==> config.mk <==
export PLATFORM = sky130hd
export DESIGN_NAME = imem_prog_controller_flat
export DESIGN_NICKNAME = d
export VERILOG_FILES = /design/src/rtl/imem_prog_controller_pkg.sv /design/src/rtl/imem_prog_controller_if.sv /design/src/rtl/imem_prog_controller_byte_packer.sv /design/src/rtl/imem_prog_controller.sv /design/src/flat_wrapper.sv
export SDC_FILE = /design/constraint.sdc
export NUM_CORES = 1
export LEC_CHECK = 0
export CORE_AREA = 2 2 139 141
export DETAILED_ROUTE_END_ITERATION = 6
export DIE_AREA = 0 0 141 143
export SLEW_MARGIN = 20
export SYNTH_ARGS = -nofsm -noshare
export SYNTH_HDL_FRONTEND = slang
export SYNTH_SLANG_ARGS = --single-unit
==> constraint.sdc <==
create_clock -name clk -period 3.2 [get_ports clk]
set_clock_uncertainty 0.1 [all_clocks]
set_input_delay 0.64 -clock clk [delete_from_list [all_inputs] [get_ports clk]]
set_output_delay 0.64 -clock clk [all_outputs]
set_load 0.02 [all_outputs]
==> src/rtl/imem_prog_controller_pkg.sv <==
// Shared types and constants for the IRAM UART programming controller.
package imem_prog_pkg;

  typedef enum logic [2:0] {IDLE, HDR, LOAD, CHK, DONE, ERR} prog_state_t;

  localparam int         WORD_BYTES = 4;
  localparam logic [3:0] WEA_ALL    = 4'hF;
  localparam int         HDR_BYTES  = 4;

  // Running checksum step; wraps at 8 bits so a trailing two's-complement byte nets to zero.
  function automatic logic [7:0] byte_sum(input logic [7:0] acc, input logic [7:0] b);
    return acc + b;
  endfunction

endpackage

==> src/rtl/imem_prog_controller_if.sv <==
// UART-receive and IRAM-write signal bundle for the programming controller.
interface imem_prog_if #(
  parameter int ADDR_W = 32
);
  logic              rx_valid;
  logic [7:0]        rx_data;
  logic              imem_ena;
  logic [3:0]        imem_wea;
  logic [ADDR_W-1:0] imem_addr;
  logic [31:0]       imem_din;

  modport master (
    input  rx_valid, rx_data,
    output imem_ena, imem_wea, imem_addr, imem_din
  );

  modport slave (
    output rx_valid, rx_data,
    input  imem_ena, imem_wea, imem_addr, imem_din
  );
endinterface

==> src/rtl/imem_prog_controller_byte_packer.sv <==
// Steers LSB-first bytes into a word-wide assembly register and flags the completing byte.
module prog_byte_packer
  import imem_prog_pkg::*;
(
  input  logic                    clk,
  input  logic                    Rst,
  input  logic                    clear,
  input  logic                    byte_en,
  input  logic [7:0]              byte_in,
  output logic [WORD_BYTES*8-1:0] word_out,
  output logic                    word_done
);
  localparam int LANE_W = $clog2(WORD_BYTES);

  logic [LANE_W-1:0]          lane;
  logic [WORD_BYTES-1:0][7:0] asm_q;
  logic [WORD_BYTES-1:0][7:0] merged;

  // The completed word includes the byte arriving now, so the caller can act on the same edge.
  always_comb begin
    merged       = asm_q;
    merged[lane] = byte_in;
  end

  assign word_out  = merged;
  assign word_done = byte_en && (lane == LANE_W'(WORD_BYTES - 1));

  always_ff @(posedge clk) begin
    if (Rst || clear) begin
      lane  <= '0;
      asm_q <= '0;
    end else if (byte_en) begin
      asm_q[lane] <= byte_in;
      lane        <= lane + 1'b1;
    end
  end

endmodule

==> src/rtl/imem_prog_controller.sv <==
// Loads IRAM from a framed UART byte stream (count, payload words, optional checksum).
// Define IMEM_PROG_CHECKSUM_EN to require a trailing mod-256 checksum byte.
module imem_prog_controller
  import imem_prog_pkg::*;
#(
  parameter int DEPTH_WORDS = 1024,
  parameter int ADDR_W      = 32,
  parameter int TIMEOUT_CYC = 1_000_000
) (
  input  logic        clk,
  input  logic        Rst,
  input  logic        start_prog,
  imem_prog_if.master bus,
  output logic        prog_ena,
  output logic        prog_done,
  output logic        prog_err,
  output logic [15:0] words_written
);
  localparam int CNT_W  = $clog2(DEPTH_WORDS + 1);
  localparam int IDLE_W = $clog2(TIMEOUT_CYC + 1);

  if (DEPTH_WORDS < 1 || DEPTH_WORDS > 65535) begin : g_depth_bad
    $error("DEPTH_WORDS must be in 1..65535 so words_written cannot wrap");
  end
  if (HDR_BYTES != WORD_BYTES) begin : g_hdr_bad
    $error("header count and payload words share the packer width");
  end

  prog_state_t       state;
  logic [CNT_W-1:0]  word_total;
  logic [IDLE_W-1:0] idle_cnt;
  logic              wr_pend;
  logic [31:0]       pack_word;
  logic              word_done;
  logic              byte_en;
  logic              pack_clear;
  logic              in_frame;
  logic              timeout_hit;
  logic              word_is_last;
`ifdef IMEM_PROG_CHECKSUM_EN
  logic [7:0]        chk_sum;
`else
  logic              wr_last;
`endif

  assign in_frame     = (state == HDR) || (state == LOAD) || (state == CHK);
  assign byte_en      = bus.rx_valid && ((state == HDR) || (state == LOAD));
  assign pack_clear   = start_prog && ((state == IDLE) || (state == ERR));
  assign timeout_hit  = in_frame && !bus.rx_valid && (idle_cnt == IDLE_W'(TIMEOUT_CYC - 1));
  assign word_is_last = (32'(words_written) + 32'd1) == 32'(word_total);

  prog_byte_packer u_packer (
    .clk       (clk),
    .Rst       (Rst),
    .clear     (pack_clear),
    .byte_en   (byte_en),
    .byte_in   (bus.rx_data),
    .word_out  (pack_word),
    .word_done (word_done)
  );

  // A pending write always retires one cycle after its 4th byte, independent of the state,
  // which leaves the packer free to take the next lane-0 byte during the write cycle.
  always_ff @(posedge clk) begin
    if (Rst) begin
      state         <= IDLE;
      prog_ena      <= 1'b0;
      prog_done     <= 1'b0;
      prog_err      <= 1'b0;
      words_written <= '0;
      word_total    <= '0;
      idle_cnt      <= '0;
      wr_pend       <= 1'b0;
      bus.imem_ena  <= 1'b0;
      bus.imem_wea  <= '0;
      bus.imem_addr <= '0;
      bus.imem_din  <= '0;
`ifdef IMEM_PROG_CHECKSUM_EN
      chk_sum       <= '0;
`else
      wr_last       <= 1'b0;
`endif
    end else begin
      bus.imem_ena <= 1'b0;
      bus.imem_wea <= '0;
      prog_done    <= 1'b0;

      if (in_frame && !bus.rx_valid) idle_cnt <= idle_cnt + 1'b1;
      else                           idle_cnt <= '0;

      if (wr_pend) begin
        wr_pend       <= 1'b0;
        words_written <= words_written + 16'd1;
      end

      case (state)
        IDLE, ERR: begin
          if (start_prog) begin
            state         <= HDR;
            prog_ena      <= 1'b1;
            prog_err      <= 1'b0;
            words_written <= '0;
            word_total    <= '0;
`ifdef IMEM_PROG_CHECKSUM_EN
            chk_sum       <= '0;
`endif
          end
        end
        HDR: begin
          if (word_done) begin
            if (pack_word == 32'd0) begin
              state <= DONE;
            end else if (pack_word > 32'(DEPTH_WORDS)) begin
              state    <= ERR;
              prog_err <= 1'b1;
              prog_ena <= 1'b0;
            end else begin
              state      <= LOAD;
              word_total <= CNT_W'(pack_word);
            end
          end
        end
        LOAD: begin
`ifdef IMEM_PROG_CHECKSUM_EN
          if (bus.rx_valid) chk_sum <= byte_sum(chk_sum, bus.rx_data);
`else
          if (wr_pend && wr_last) state <= DONE;
`endif
          if (word_done) begin
            bus.imem_ena  <= 1'b1;
            bus.imem_wea  <= WEA_ALL;
            bus.imem_addr <= ADDR_W'({words_written, 2'b00});
            bus.imem_din  <= pack_word;
            wr_pend       <= 1'b1;
`ifdef IMEM_PROG_CHECKSUM_EN
            if (word_is_last) state <= CHK;
`else
            wr_last       <= word_is_last;
`endif
          end
        end
        CHK: begin
`ifdef IMEM_PROG_CHECKSUM_EN
          if (bus.rx_valid) begin
            if (byte_sum(chk_sum, bus.rx_data) == 8'h00) begin
              state <= DONE;
            end else begin
              state    <= ERR;
              prog_err <= 1'b1;
              prog_ena <= 1'b0;
            end
          end
`else
          state <= IDLE;
`endif
        end
        DONE: begin
          prog_done <= 1'b1;
          prog_ena  <= 1'b0;
          state     <= IDLE;
        end
        default: state <= IDLE;
      endcase

      if (timeout_hit) begin
        state    <= ERR;
        prog_err <= 1'b1;
        prog_ena <= 1'b0;
      end
    end
  end

endmodule
==> src/flat_wrapper.sv <==
// flat-port wrapper written by rule: the top's interface ports become plain ports
module imem_prog_controller_flat import imem_prog_pkg::*;
#(
  parameter int DEPTH_WORDS = 1024,
  parameter int ADDR_W      = 32,
  parameter int TIMEOUT_CYC = 1_000_000
)
  (clk, Rst, start_prog, prog_ena, prog_done, prog_err, words_written, bus_rx_valid, bus_rx_data, bus_imem_ena, bus_imem_wea, bus_imem_addr, bus_imem_din);
  imem_prog_if #(.ADDR_W(ADDR_W)) bus_i ();
  input  logic clk;
  input  logic Rst;
  input  logic start_prog;
  output logic prog_ena;
  output logic prog_done;
  output logic prog_err;
  output logic [15:0] words_written;
  input wire logic [$bits(bus_i.rx_valid)-1:0] bus_rx_valid;
  input wire logic [$bits(bus_i.rx_data)-1:0] bus_rx_data;
  output wire logic [$bits(bus_i.imem_ena)-1:0] bus_imem_ena;
  output wire logic [$bits(bus_i.imem_wea)-1:0] bus_imem_wea;
  output wire logic [$bits(bus_i.imem_addr)-1:0] bus_imem_addr;
  output wire logic [$bits(bus_i.imem_din)-1:0] bus_imem_din;
  assign bus_i.rx_valid = bus_rx_valid;
  assign bus_i.rx_data = bus_rx_data;
  assign bus_imem_ena = bus_i.imem_ena;
  assign bus_imem_wea = bus_i.imem_wea;
  assign bus_imem_addr = bus_i.imem_addr;
  assign bus_imem_din = bus_i.imem_din;
  imem_prog_controller #(.DEPTH_WORDS(DEPTH_WORDS), .ADDR_W(ADDR_W), .TIMEOUT_CYC(TIMEOUT_CYC)) u_core (.clk(clk), .Rst(Rst), .start_prog(start_prog), .bus(bus_i), .prog_ena(prog_ena), .prog_done(prog_done), .prog_err(prog_err), .words_written(words_written));
endmodule
# Yosys cells after proc, flatten, opt, wreduce, memory -nomap -nowiden
# Index checks and enable logic that the tools add are counted.
# word_totals
regBits	141
in_bits	12
out_inout_bits	88
elab_cells	105
# op_classes
addsub	4
magnitude_cmp	3
eq_ne	19
mux	32
n_bitwise	2
n_reduce_logical	27
# ops
op	count
16-bit 2-to-1 mux	3
11-bit 2-to-1 mux	4
32-bit bitwise mux	1
32-bit by 11-bit == test with 1-bit output	1
32-bit by 11-bit greater-than comparator with 1-bit output (second input constant)	1
32-bit logical NOT	1
11-bit one-hot mux with 2 select lines	1
20-bit by 1-bit adder with 20-bit output (second input constant)	1
20-bit == test (second input constant)	1
3-bit 2-to-1 mux	6
16-bit by 1-bit adder with 17-bit output (second input constant)	1
16-bit by 1-bit adder with 16-bit output (second input constant)	1
8-bit demux with 2-bit select	1
3-bit by 2-bit != test with 1-bit output (second input constant)	5
5-bit AND reduction	3
2-bit != test (second input constant)	6
1-bit 2-to-1 mux	11
3-bit one-hot mux with 3 select lines	1
8-bit 2-to-1 mux	1
2-bit OR reduction	4
1-bit logical AND	7
3-bit by 2-bit == test with 1-bit output (second input constant)	2
3-bit == test (second input constant)	2
3-bit AND reduction	2
15 further kinds	20

# Logic depth before layout (Yosys ltp)
# Gate-level depths: netlist of run 1.
# logic_depth
ltp_word	11
depth_mapped	10

# Hierarchy
# From an unflattened synthesis of run 1, not the netlist that was laid out.
# hier_totals
hier_cells	748
hier_area_um2	6536.3
# by_module_without_submodules
mod	instances	cells_per_inst	area_each_um2	seq_area_each_um2
imem_prog_controller	1	554	4576.9	2062.0
prog_byte_packer	1	194	1959.4	680.7

# Worst setup path after synthesis of run 1
# OpenSTA, ideal clock, no wires.
# synth_timing
path_kind	input-to-reg
from	input port bus_rx_data[2]
to	register u_core.word_total[5]
setup_time_ps	106
t_arrival_ps	2433
t_required_ps	2994
path_slack_ps	561
path_stages	8
path_cell_list	buf_6 > nor4_4 > nand3_1 > a211oi_2 > mux2_2 > and3_1 > buf_4 > o311ai_0
# synth_between
elab_chain_cells	4
word_cells_on_any_way	6
# synth_rtl
item	line	rtl
start: declaration	flat_wrapper.sv:18	input wire logic [$bits(bus_i.rx_data)-1:0] bus_rx_data;
32-bit bitwise mux (*)	imem_prog_controller_byte_packer.sv:22	merged[lane] = byte_in;
32-bit by 11-bit greater-than comparator with 1-bit output or 32-bit logical NOT (tied branches)	imem_prog_controller.sv:113, imem_prog_controller.sv:111	
2-bit != test (no source line)	--	
5-bit AND reduction (no source line) (*)	--	
end signal: assignment	imem_prog_controller.sv:119	word_total <= CNT_W'(pack_word);
end: declaration	imem_prog_controller.sv:30	logic [CNT_W-1:0] word_total;
# Mark *: on every way between the ends. The rest lies on a longest branch, timed or not.
# A chain may end at the register's enable or synchronous reset.

# Worst setup path in the final report of run 1
# layout_timing
from	register u_core.u_packer.lane[1]
to	register u_core.word_total[10]
# layout_between
elab_chain_cells	9
word_cells_on_any_way	18
# layout_rtl
item	line	rtl
start: declaration	imem_prog_controller_byte_packer.sv:15	logic [LANE_W-1:0] lane;
start signal: assignment	imem_prog_controller_byte_packer.sv:34	lane <= lane + 1'b1;
parallel branches: the longest is 9 deep, another holds 32-bit by 11-bit greater-than comparator with 1-bit output	--	
# Parallel ways; which one is timed is not known. The select of a mux whose other input is x is not followed.

==> flow_summary.yaml, run 1 <==
placement:
  dp_hpwl_um: 11000
  placed_cell_area_sq_mm: 0.00758
  place.gp.congestion: 0.796
  dp.cells: 1049
  port-buffer-count: 83
  post-place-ws_ns: -0.0673
critical_path:
  required_ns: 3.39
  worstSetupEndpoint: "u_core.word_total[10]$_SDFFE_PP0P_"
  cp_max_fo: 16
  critPathCaptureType: "register"
  crit_start: "u_core.u_packer.lane[1]$_SDFFE_PP0P_"
  r2r-start: "u_core.u_packer.lane[1]$_SDFFE_PP0P_"
  r2r_setup_slack_ns: 0.30
  rr_endpoint: "u_core.word_total[10]$_SDFFE_PP0P_"
  rr_worst_depth: 8
  crit_type: "register to register"
  worstSetupStartpointType: "register"
  arrival_ns: 3.10
clock_network:
  clkLatencyLatePin_ns: 0.43
  htree_levels: 4
  clk_pin_slew_ns: 0.06
  cts_buffer_depth: 2
  tritoncts: "built"
  cts_resized: 0
  numCtsBuffers: 17
  cts.sinks: 137
  post-cts-setup-buffers: 0
  cts-root-buf: "clkbuf_16"
  cts_hold_buf: 0
timing:
  fmax_ghz: 0.344
  rsz0062_at_grt: "no"
  final-setup-viol-count: 0
  finalSetupTns_ns: 0
  relSlewSlack_pct: 53.5
  timing.final.crit_share_pct: 90.8
  period_needed_ns: 2.90
  fin_ws_ns: 0.295
  hold_viol_final: 0
  drv_slew: 0
  worstMarginPinSlew_ns: 0.698
logic_synthesis:
  ys_warn_count: 0
  synth_seq_cells: 137
  yosys.area.top_type_share_pct: 41.5
  synth_ff_type: "dfxtp_1"
  synth_top_cells_by_area: "dfxtp_1, mux2i_1, nor2_1, nand2_1, xor2_1"
  syn_avg_cell_area_sq_um: 8.57
  ys_types: 57
  synthArstFlopShare_pct: 0
  syn_inst: 771
  seq_area_frac_synth_pct: 41.5
  syn_area_sq_mm: 0.00661
  yosys.area.top_type: "dfxtp_1"
  synth_edf_count: 0
final_layout:
  fin_nets: 853
  final_area_sq_mm: 0.00821
  fin_cells: 1081
  final_cell_mix: "dfxtp_1, nor2_1, nand2_1"
  diodes: 0
  drive_above_1_share_pct: 10.2
  final_common_cell: "dfxtp_1"
  area_growth_syn_to_layout_pct: 24.2
route:
  drc_errors: 0
  first_pass_iters: 5
  postRouteAntennaNets: 0
  wl_per_cell_um: 14.7
  drt_iter0_drc: 318
  vias: 5353
  wirelength_um: 15900
  viasPerCell: 4.95
power:
  switching_share_pct: 28.9
  p_sw_w: 0.00139
  power_density_mw_per_mm2: 587
  p_leak_nw: 2.94
  vdd_drop_max_mv: 0.481
  p_int_w: 0.00343
  clock_power_share_pct: 43.6
  power_frac_comb_pct: 18.5
  pwr-share-seq_pct: 37.9
outcome:
  outcome: "finished, final reports clean"
global_routing:
  grt-ovfl-total: 0
  grt_usage_pct: 16.2
  grt_pass1_vias: 5023
  grt_pass1_wl_um: 26200
  antenna_found_initial: 0
  grt_max_degree: 42
floorplan:
  rows: 50
  initial_core_util_pct: 35.6
  core-area_sq_mm: 0.0186
  die_h_um: 143
  die_x_um: 141
  dieArea_sq_mm: 0.0202
  ios: 100
run:
  maxCapViolCount: 0
worst_hold_path:
  hold_path.class: "register to register"
==> power by group through the flow <==
stage                     Clock, W  Sequential (W)  Combinational, W
after floorplan                  0         0.00184          0.000718
after detailed placement         0         0.00186          0.000889
final                      0.00210         0.00183          0.000893
after CTS                  0.00216         0.00182          0.000892
after global placement           0         0.00186          0.000891
after global routing       0.00222         0.00183          0.000984
==> how the worst min path moves through the flow <==
| stage | start | end | slack (ns) | depth (start not counted) |
|---|---|---|---|---|
| 2_1_floorplan | u_core.idle_cnt[0]$_SDFF_PP0_ | u_core.idle_cnt[0]$_SDFF_PP0_ | 0.33 | 1 |
| 5_1_grt | u_core.bus.imem_din[8]$_SDFFE_PP0P_ | u_core.bus.imem_din[8]$_SDFFE_PP0P_ | 0.37 | 2 |
| 3_3_place_gp | u_core.bus.imem_addr[13]$_SDFFE_PP0P_ | u_core.bus.imem_addr[13]$_SDFFE_PP0P_ | 0.34 | 2 |
| 4_1_cts | u_core.bus.imem_addr[12]$_SDFFE_PP0P_ | u_core.bus.imem_addr[12]$_SDFFE_PP0P_ | 0.36 | 2 |
| 6_report | u_core.bus.imem_addr[13]$_SDFFE_PP0P_ | u_core.bus.imem_addr[13]$_SDFFE_PP0P_ | 0.35 | 2 |
| 3_5_place_dp | u_core.bus.imem_addr[12]$_SDFFE_PP0P_ | u_core.bus.imem_addr[12]$_SDFFE_PP0P_ | 0.35 | 2 |
==> cell families (layout without fill, tap and decap cells) <==
kind of cell / Yosys count / after routing / synth area share, %
AO/OA/AOI/OAI: 105 / 105 / 10.4
flip-flops: 137 / 137 / 41.5
other: 1 / 16 / 0.0567
multiplexers: 58 / 58 / 9.01
XOR/XNOR: 53 / 53 / 7.02
adder cells (fa/ha/maj): 7 / 7 / 1.32
buffers and inverters: 86 / 147 / 7.08
AND/OR/NAND/NOR: 324 / 324 / 23.6
==> layout make-up <==
type / count / area (sq um)
Tap cell: 234 / 293
Fill cell: 1853 / 10400
Clock inverter: 14 / 195
Inverter: 7 / 26.3
Sequential cell: 137 / 2740
Clock buffer: 18 / 439
Timing Repair Buffer: 108 / 1050
Multi-Input combinational cell: 563 / 3460
==> per-layer routing <==
metal / part of all wire [%] / GRT usage [%]
met1: 50 / 22.7
met2: 45 / 24.8
met3: 4.1 / 3.82
met4: 0.68 / 5.00
met5: 0 / 0
==> sequential cells by signal (all words and copies together) (netlist names) <==
register and count:
u_core.words_written 16, u_core.idle_cnt 20, u_core.wr_last 1, u_core.bus.imem_din 32, u_core.prog_done 1, u_core.prog_ena 1
u_core.word_total 11, u_core.u_packer.asm_q 32, u_core.u_packer.lane 2, u_core.state 3, u_core.bus.imem_wea 1, u_core.prog_err 1
u_core.bus.imem_addr 16
==> worst max-delay path: stages, from the launching register on <==
cell and delay (ns):
dfxtp_1 0.40, inv_1 0.09, ha_1 0.43, a211oi_1 0.29
a21oi_1 0.08, a211oi_2 0.29, mux2_2 0.39, and3_1 0.31
o311ai_0 0.40
==> Yosys cell counts (all sizes together) (2+ instances only) <==
cell type	n
o21ai	9
clkbuf	40
nand3	30
xnor2	23
and3	4
o221ai	2
nor2b	5
a311oi	2
nor3	9
a2111oi	2
a21oi	46
and2	3
or2	3
buf	39
a31o	3
xor2	30
nor2	105
nand2b	26
o311ai	11
or4	3
nand2	98
inv	7
nor4	11
dfxtp	137
nand3b	2
nor3b	5
ha	7
or3	3
mux2	12
nor4b	4
and4	2
a31oi	4
nand4	7
a211oi	19
mux2i	46
==> metrics by stage <==
stage | util [%] | power (W) | hold slack (ns)
2_1_floorplan | - | 0.00256 | 0.330
3_3_place_gp | 40.8 | 0.00275 | 0.341
3_5_place_dp | 40.8 | 0.00275 | 0.347
4_1_cts | 44.2 | 0.00487 | 0.356
5_1_grt | 44.2 | 0.00503 | 0.368
6_report | 44.2 | 0.00482 | 0.352
(Power assumes the default switching activity.)
==> run 2, diff against run 1 <==
--- a/config.mk
+++ b/config.mk
@@ -5,9 +5,9 @@
 export SDC_FILE = /design/constraint.sdc
 export NUM_CORES = 1
 export LEC_CHECK = 0
-export CORE_AREA = 2 2 139 141
+export CORE_AREA = 2 2 127 154
 export DETAILED_ROUTE_END_ITERATION = 6
-export DIE_AREA = 0 0 141 143
+export DIE_AREA = 0 0 129 156
 export SLEW_MARGIN = 20
 export SYNTH_ARGS = -nofsm -noshare
 export SYNTH_HDL_FRONTEND = slang
==> constraint.sdc (replaced) <==
create_clock -name clk -period 3.45 [get_ports clk]
set_clock_uncertainty 0.1 [all_clocks]
set_input_delay 0.69 -clock clk [delete_from_list [all_inputs] [get_ports clk]]
set_output_delay 0.69 -clock clk [all_outputs]
set_load 0.02 [all_outputs]
==> flow_summary.yaml, run 2 (synthesis gave the netlist of run 1 again) <==
outcome:
  outcome: "finished, final reports clean"
placement:
  place.gp.congestion: 0.797
  port-buffer-count: 83
  dp_hpwl_um: 11200
power:
  power_frac_comb_pct: 19.0
  vdd_drop_max_mv: 0.315
  clock_power_share_pct: 41.9
  pwr-share-seq_pct: 39.1
  p_sw_w: 0.00126
  power_density_mw_per_mm2: 531
  p_total_w: 0.00433
  p_leak_nw: 2.91
  switching_share_pct: 29.0
  p_int_w: 0.00307
global_routing:
  antenna_found_initial: 0
  grt_pass1_vias: 5095
  grt_max_degree: 54
  grt_usage_pct: 17.0
  grt-ovfl-total: 0
  grt_pass1_wl_um: 27000
route:
  drc_errors: 0
  postRouteAntennaNets: 0
  wirelength_um: 16200
  vias: 5358
  viasPerCell: 4.88
  wl_per_cell_um: 14.7
  drt_iter0_drc: 305
  first_pass_iters: 4
worst_hold_path:
  hold_depth: 2
  hold_path.class: "register to register"
timing:
  rsz0062_at_grt: "no"
  drv_slew: 0
  hold_viol_final: 0
  relSlewSlack_pct: 61.4
  fmax_ghz: 0.353
  timing.final.crit_share_pct: 82.2
  period_needed_ns: 2.84
  finalSetupTns_ns: 0
  worstMarginPinSlew_ns: 0.574
  final-setup-viol-count: 0
clock_network:
  clkLatencyLatePin_ns: 0.42
  cts.sinks: 137
  cts_hold_buf: 0
  cts-root-buf: "clkbuf_16"
  clk_pin_slew_ns: 0.06
  numCtsBuffers: 17
  tritoncts: "built"
  post-cts-setup-buffers: 0
  cts_buffer_depth: 2
  cts_resized: 0
  htree_levels: 4
final_layout:
  diodes: 0
  regArea_sq_mm: 0.00274
  area_growth_syn_to_layout_pct: 23.3
  drive_above_1_share_pct: 9.37
  biggestRegsByFlops: "u_core.bus.imem_din: 32 flops, u_core.u_packer.asm_q: 32 flops, u_core.idle_cnt: 20 flops"
  final_common_cell: "dfxtp_1"
  final_cell_mix: "dfxtp_1, nor2_1, nand2_1"
  fin_nets: 850
  nFillCells: 1861
  multi_input_area_sq_mm: 0.00346
critical_path:
  cp_max_fo: 13
  worstSetupEndpoint: "u_core.word_total[0]$_SDFFE_PP0P_"
  r2r_setup_slack_ns: 0.61
  arrival_ns: 3.04
  cp.depth: 8
  crit_chain: "inv_1, ha_1, nor4_1, nand2_1, a211oi_2, mux2_2, and3_1, o311ai_0"
  crit_start: "u_core.u_packer.lane[0]$_SDFFE_PP0P_"
  cp_slowest_stage_delay_ns: 0.41
  worstSetupStartpointType: "register"
  critPathCaptureType: "register"
  rr_endpoint: "u_core.word_total[0]$_SDFFE_PP0P_"
  critPathSlowestCell: "ha_1"
  required_ns: 3.66
  rr_worst_depth: 8
  path_delay_family: "simple AND/OR/NAND/NOR gates"
  r2r-start: "u_core.u_packer.lane[0]$_SDFFE_PP0P_"
  path_buf_inv: 1
  crit_type: "register to register"
floorplan:
  core-area_sq_mm: 0.0186
  die_x_um: 129
  die_h_um: 156
  initial_core_util_pct: 35.4
  dieArea_sq_mm: 0.0201
  rows: 55
  ios: 100
run:
  maxCapViolCount: 0
-- run 2: cell types whose count changed in the layout (fill, tap and decap cells not counted) --
| cell | previous run | this run |
|---|---|---|
| clkinvlp_4 | 4 | 1 |
| clkbuf_1 | 0 | 3 |
| buf_4 | 22 | 20 |
| buf_12 | 3 | 2 |
| clkinv_2 | 2 | 3 |
| bufinv_16 | 4 | 2 |
| inv_6 | 2 | 0 |
| clkbuf_8 | 1 | 4 |
| clkinv_4 | 2 | 1 |
-- run 2: cell type report --
class / count / share of cell area, %
well taps: 256 / 3.93
inverters: 7 / 0.322
clock inverters: 7 / 1.12
repair buffers: 105 / 12.5
multi-input cells: 563 / 42.5
flip-flops and latches: 137 / 33.6
clock buffers: 24 / 6.03
-- run 2: worst min-delay path by stage --
stage	to	from
floorplan	u_core.idle_cnt[0]$_SDFF_PP0_	u_core.idle_cnt[0]$_SDFF_PP0_
global placement	u_core.bus.imem_addr[16]$_SDFFE_PP0P_	u_core.bus.imem_addr[16]$_SDFFE_PP0P_
detailed placement	u_core.bus.imem_din[27]$_SDFFE_PP0P_	u_core.bus.imem_din[27]$_SDFFE_PP0P_
CTS	u_core.bus.imem_din[27]$_SDFFE_PP0P_	u_core.bus.imem_din[27]$_SDFFE_PP0P_
global route	u_core.bus.imem_din[5]$_SDFFE_PP0P_	u_core.bus.imem_din[5]$_SDFFE_PP0P_
finish	u_core.bus.imem_addr[10]$_SDFFE_PP0P_	u_core.bus.imem_addr[10]$_SDFFE_PP0P_
-- run 2: stage by stage --
stage | cells | hold WS (ns) | utilization, % | cell area [sq um] | setup slack, ns
floorplan | 786 | 0.330 | - | 6670 | 0.761
global placement | 1068 | 0.342 | 40.6 | 7570 | 0.247
detailed placement | 1068 | 0.346 | 40.6 | 7570 | 0.176
CTS | 1099 | 0.354 | 43.7 | 8150 | 0.602
global route | 1099 | 0.382 | 43.7 | 8150 | 0.343
finish | 1099 | 0.351 | 43.7 | 8150 | 0.614
-- run 2: tightest hold or removal path: stages, from the launching register on --
cell,delay [ns]
dfxtp_1,0.30
nand2_1,0.05
a21oi_1,0.05
-- run 2: power groups by stage --
stage	logic, W	clock network, W	registers (W)
global placement	0.000817	0	0.00173
floorplan	0.000666	0	0.00170
CTS	0.000828	0.00185	0.00169
finish	0.000824	0.00181	0.00169
global route	0.000911	0.00193	0.00170
detailed placement	0.000825	0	0.00173
-- run 2: per-layer routing --
| layer | global-route usage, % | wire length [um] | vias up |
|---|---|---|---|
| met4 | 6.11 | 272 | 0 |
| met5 | 0 | 0 | - |
| met2 | 27.9 | 7680 | 111 |
| li1 | - | - | 2715 |
| met3 | 3.98 | 685 | 21 |
| met1 | 21.7 | 7570 | 2511 |
==> run 3, diff against run 2 <==
==> constraint.sdc (replaced) <==
create_clock -name clk -period 2.6 [get_ports clk]
set_clock_uncertainty 0.1 [all_clocks]
set_input_delay 0.52 -clock clk [delete_from_list [all_inputs] [get_ports clk]]
set_output_delay 0.52 -clock clk [all_outputs]
set_load 0.02 [all_outputs]
==> flow_summary.yaml, run 3 (synthesis gave the netlist of run 1 again) <==
floorplan:
  die_h_um: 156
  core-area_sq_mm: 0.0186
  rows: 55
  dieArea_sq_mm: 0.0201
  die_x_um: 129
  ios: 100
  initial_core_util_pct: 35.4
critical_path:
  rr_worst_depth: 9
  cp_slowest_stage_delay_ns: 0.45
  crit_chain: "clkdlybuf4s50_1, nor4_4, nand3_1, a211oi_2, mux2_2, buf_4, a31o_2, a311oi_1"
  cp_max_fo: 2
  r2r_setup_slack_ns: 0.08
  critPathSlowestCell: "clkdlybuf4s50_1"
  worstSetupStartpointType: "primary input"
  arrival_ns: 2.79
  rr_endpoint: "u_core.state[2]$_SDFFE_PP0P_"
  crit_type: "primary input to register"
  required_ns: 2.82
  critPathCaptureType: "register"
  r2r-start: "u_core.u_packer.lane[0]$_SDFFE_PP0P_"
timing:
  fin_ws_ns: 0.0306
  period_needed_ns: 2.57
  drv_slew: 0
  hold_viol_final: 0
  worstMarginPinSlew_ns: 0.530
  hold_ws_ns: 0.351
  final-setup-viol-count: 0
  rsz0062_at_grt: "yes"
  relSlewSlack_pct: 64.6
  fmax_ghz: 0.389
  timing.final.crit_share_pct: 98.8
outcome:
  outcome: "finished, final reports clean"
power:
  power_density_mw_per_mm2: 706
  p_leak_nw: 3.12
  vdd_drop_max_mv: 0.484
clock_network:
  htree_levels: 4
  cts-root-buf: "clkbuf_16"
  tritoncts: "built"
  cts_buffer_depth: 2
  cts_hold_buf: 0
  cts.sinks: 137
  numCtsBuffers: 17
  clk_pin_slew_ns: 0.06
  clkLatencyLatePin_ns: 0.43
placement:
  place.gp.congestion: 0.827
  post-place-ws_ns: -0.532
  dp_hpwl_um: 11600
  port-buffer-count: 83
worst_hold_path:
  whs_endpoint: "u_core.bus.imem_addr[16]$_SDFFE_PP0P_"
  hp-start: "u_core.bus.imem_addr[16]$_SDFFE_PP0P_"
  hold_depth: 2
  hold_path.class: "register to register"
route:
  wirelength_um: 16600
  drt_iter0_drc: 336
  first_pass_iters: 7
  viasPerCell: 4.87
  wl_per_cell_um: 14.6
  postRouteAntennaNets: 0
  drc_errors: 0
  vias: 5529
final_layout:
  diodes: 0
  fin_nets: 886
  nFillCells: 1845
  drive_above_1_share_pct: 14.4
  biggestRegsByFlops: "u_core.bus.imem_din: 32 flops, u_core.u_packer.asm_q: 32 flops, u_core.idle_cnt: 20 flops"
  final_common_cell: "dfxtp_1"
  final_cell_mix: "dfxtp_1, nor2_1, nand2_1"
  area_growth_syn_to_layout_pct: 28.7
global_routing:
  grt-ovfl-total: 0
  grt_pass1_wl_um: 27000
  antenna_found_initial: 0
  grt_pass1_vias: 5288
  grt_usage_pct: 16.9
  grt_max_degree: 43
run:
  maxCapViolCount: 0
-- run 3: cell types whose count changed in the layout (fill, tap and decap cells not counted), sizes merged --
cell	change
buf	+36
clkbuf	-1
clkinvlp	+1
clkinv	-1
inv	+2
-- run 3: repair_timing --
| action | 4_1_cts | 5_1_grt |
|---|---|---|
| pin swaps | 1 | 3 |
| gates cloned | 0 | 0 |
| buffers inserted | 0 | 1 |
| gates resized for setup | 6 | 10 |
| endpoints found under the setup margin | 12 | 14 |
-- run 3: cell type report --
cell class,instances,area [sq um],area share (%)
Multi-Input combinational cell,563,3510,41.2
Sequential cell,137,2740,32.3
Timing Repair Buffer,141,1300,15.3
Clock buffer,23,498,5.85
Tap cell,256,320,3.77
Clock inverter,9,111,1.31
Inverter,7,26.3,0.309
-- run 3: worst max-delay path by stage --
| stage | from | to | slack, ns | depth (start not counted) |
|---|---|---|---|---|
| 2_1_floorplan | bus_rx_data[2] | u_core.word_total[5]$_SDFFE_PP0P_ | 0.08 | 8 |
| 3_3_place_gp | bus_rx_data[2] | u_core.word_total[1]$_SDFFE_PP0P_ | -0.44 | 7 |
| 3_5_place_dp | bus_rx_data[2] | u_core.word_total[3]$_SDFFE_PP0P_ | -0.53 | 7 |
| 4_1_cts | u_core.u_packer.lane[0]$_SDFFE_PP0P_ | u_core.state[1]$_SDFFE_PP0P_ | 0.001 | 9 |
| 5_1_grt | u_core.u_packer.lane[1]$_SDFFE_PP0P_ | u_core.state[1]$_SDFFE_PP0P_ | -0.04 | 10 |
| 6_report | bus_rx_data[6] | u_core.state[2]$_SDFFE_PP0P_ | 0.03 | 8 |
-- run 3: per-stage QoR --
step | cell area (sq um) | std cells | setup TNS (ns) | total power (W) | util, %
2_1_floorplan | 6670 | 786 | 0 | 0.00315 | -
3_3_place_gp | 7840 | 1103 | -5.61 | 0.00354 | 42.1
3_5_place_dp | 7840 | 1103 | -6.06 | 0.00354 | 42.1
4_1_cts | 8460 | 1135 | 0 | 0.00603 | 45.4
5_1_grt | 8510 | 1136 | -0.0455 | 0.00626 | 45.6
6_report | 8510 | 1136 | 0 | 0.00600 | 45.6
-- run 3: critical path, delay by kind of cell --
family / cells / cell delay (ns)
AO/OA/AOI/OAI: 3 / 0.77
multiplexers: 1 / 0.38
AND/OR/NAND/NOR: 2 / 0.51
buffers and inverters: 2 / 0.59
-- run 3: layer usage --
| metal | global-route usage [%] | share of wire (%) | routed length, um |
|---|---|---|---|
| met5 | 0 | 0 | 0 |
| met4 | 6.21 | 1.3 | 215 |
| met3 | 3.46 | 3.3 | 544 |
| met2 | 29.2 | 49 | 8170 |
| met1 | 20.7 | 46 | 7680 |
-- run 3: where the power goes --
| part | internal (W) | switching [W] |
|---|---|---|
| clock network | 0.00154 | 0.000916 |
| logic | 0.000552 | 0.000748 |
| registers | 0.00217 | 0.0000777 |
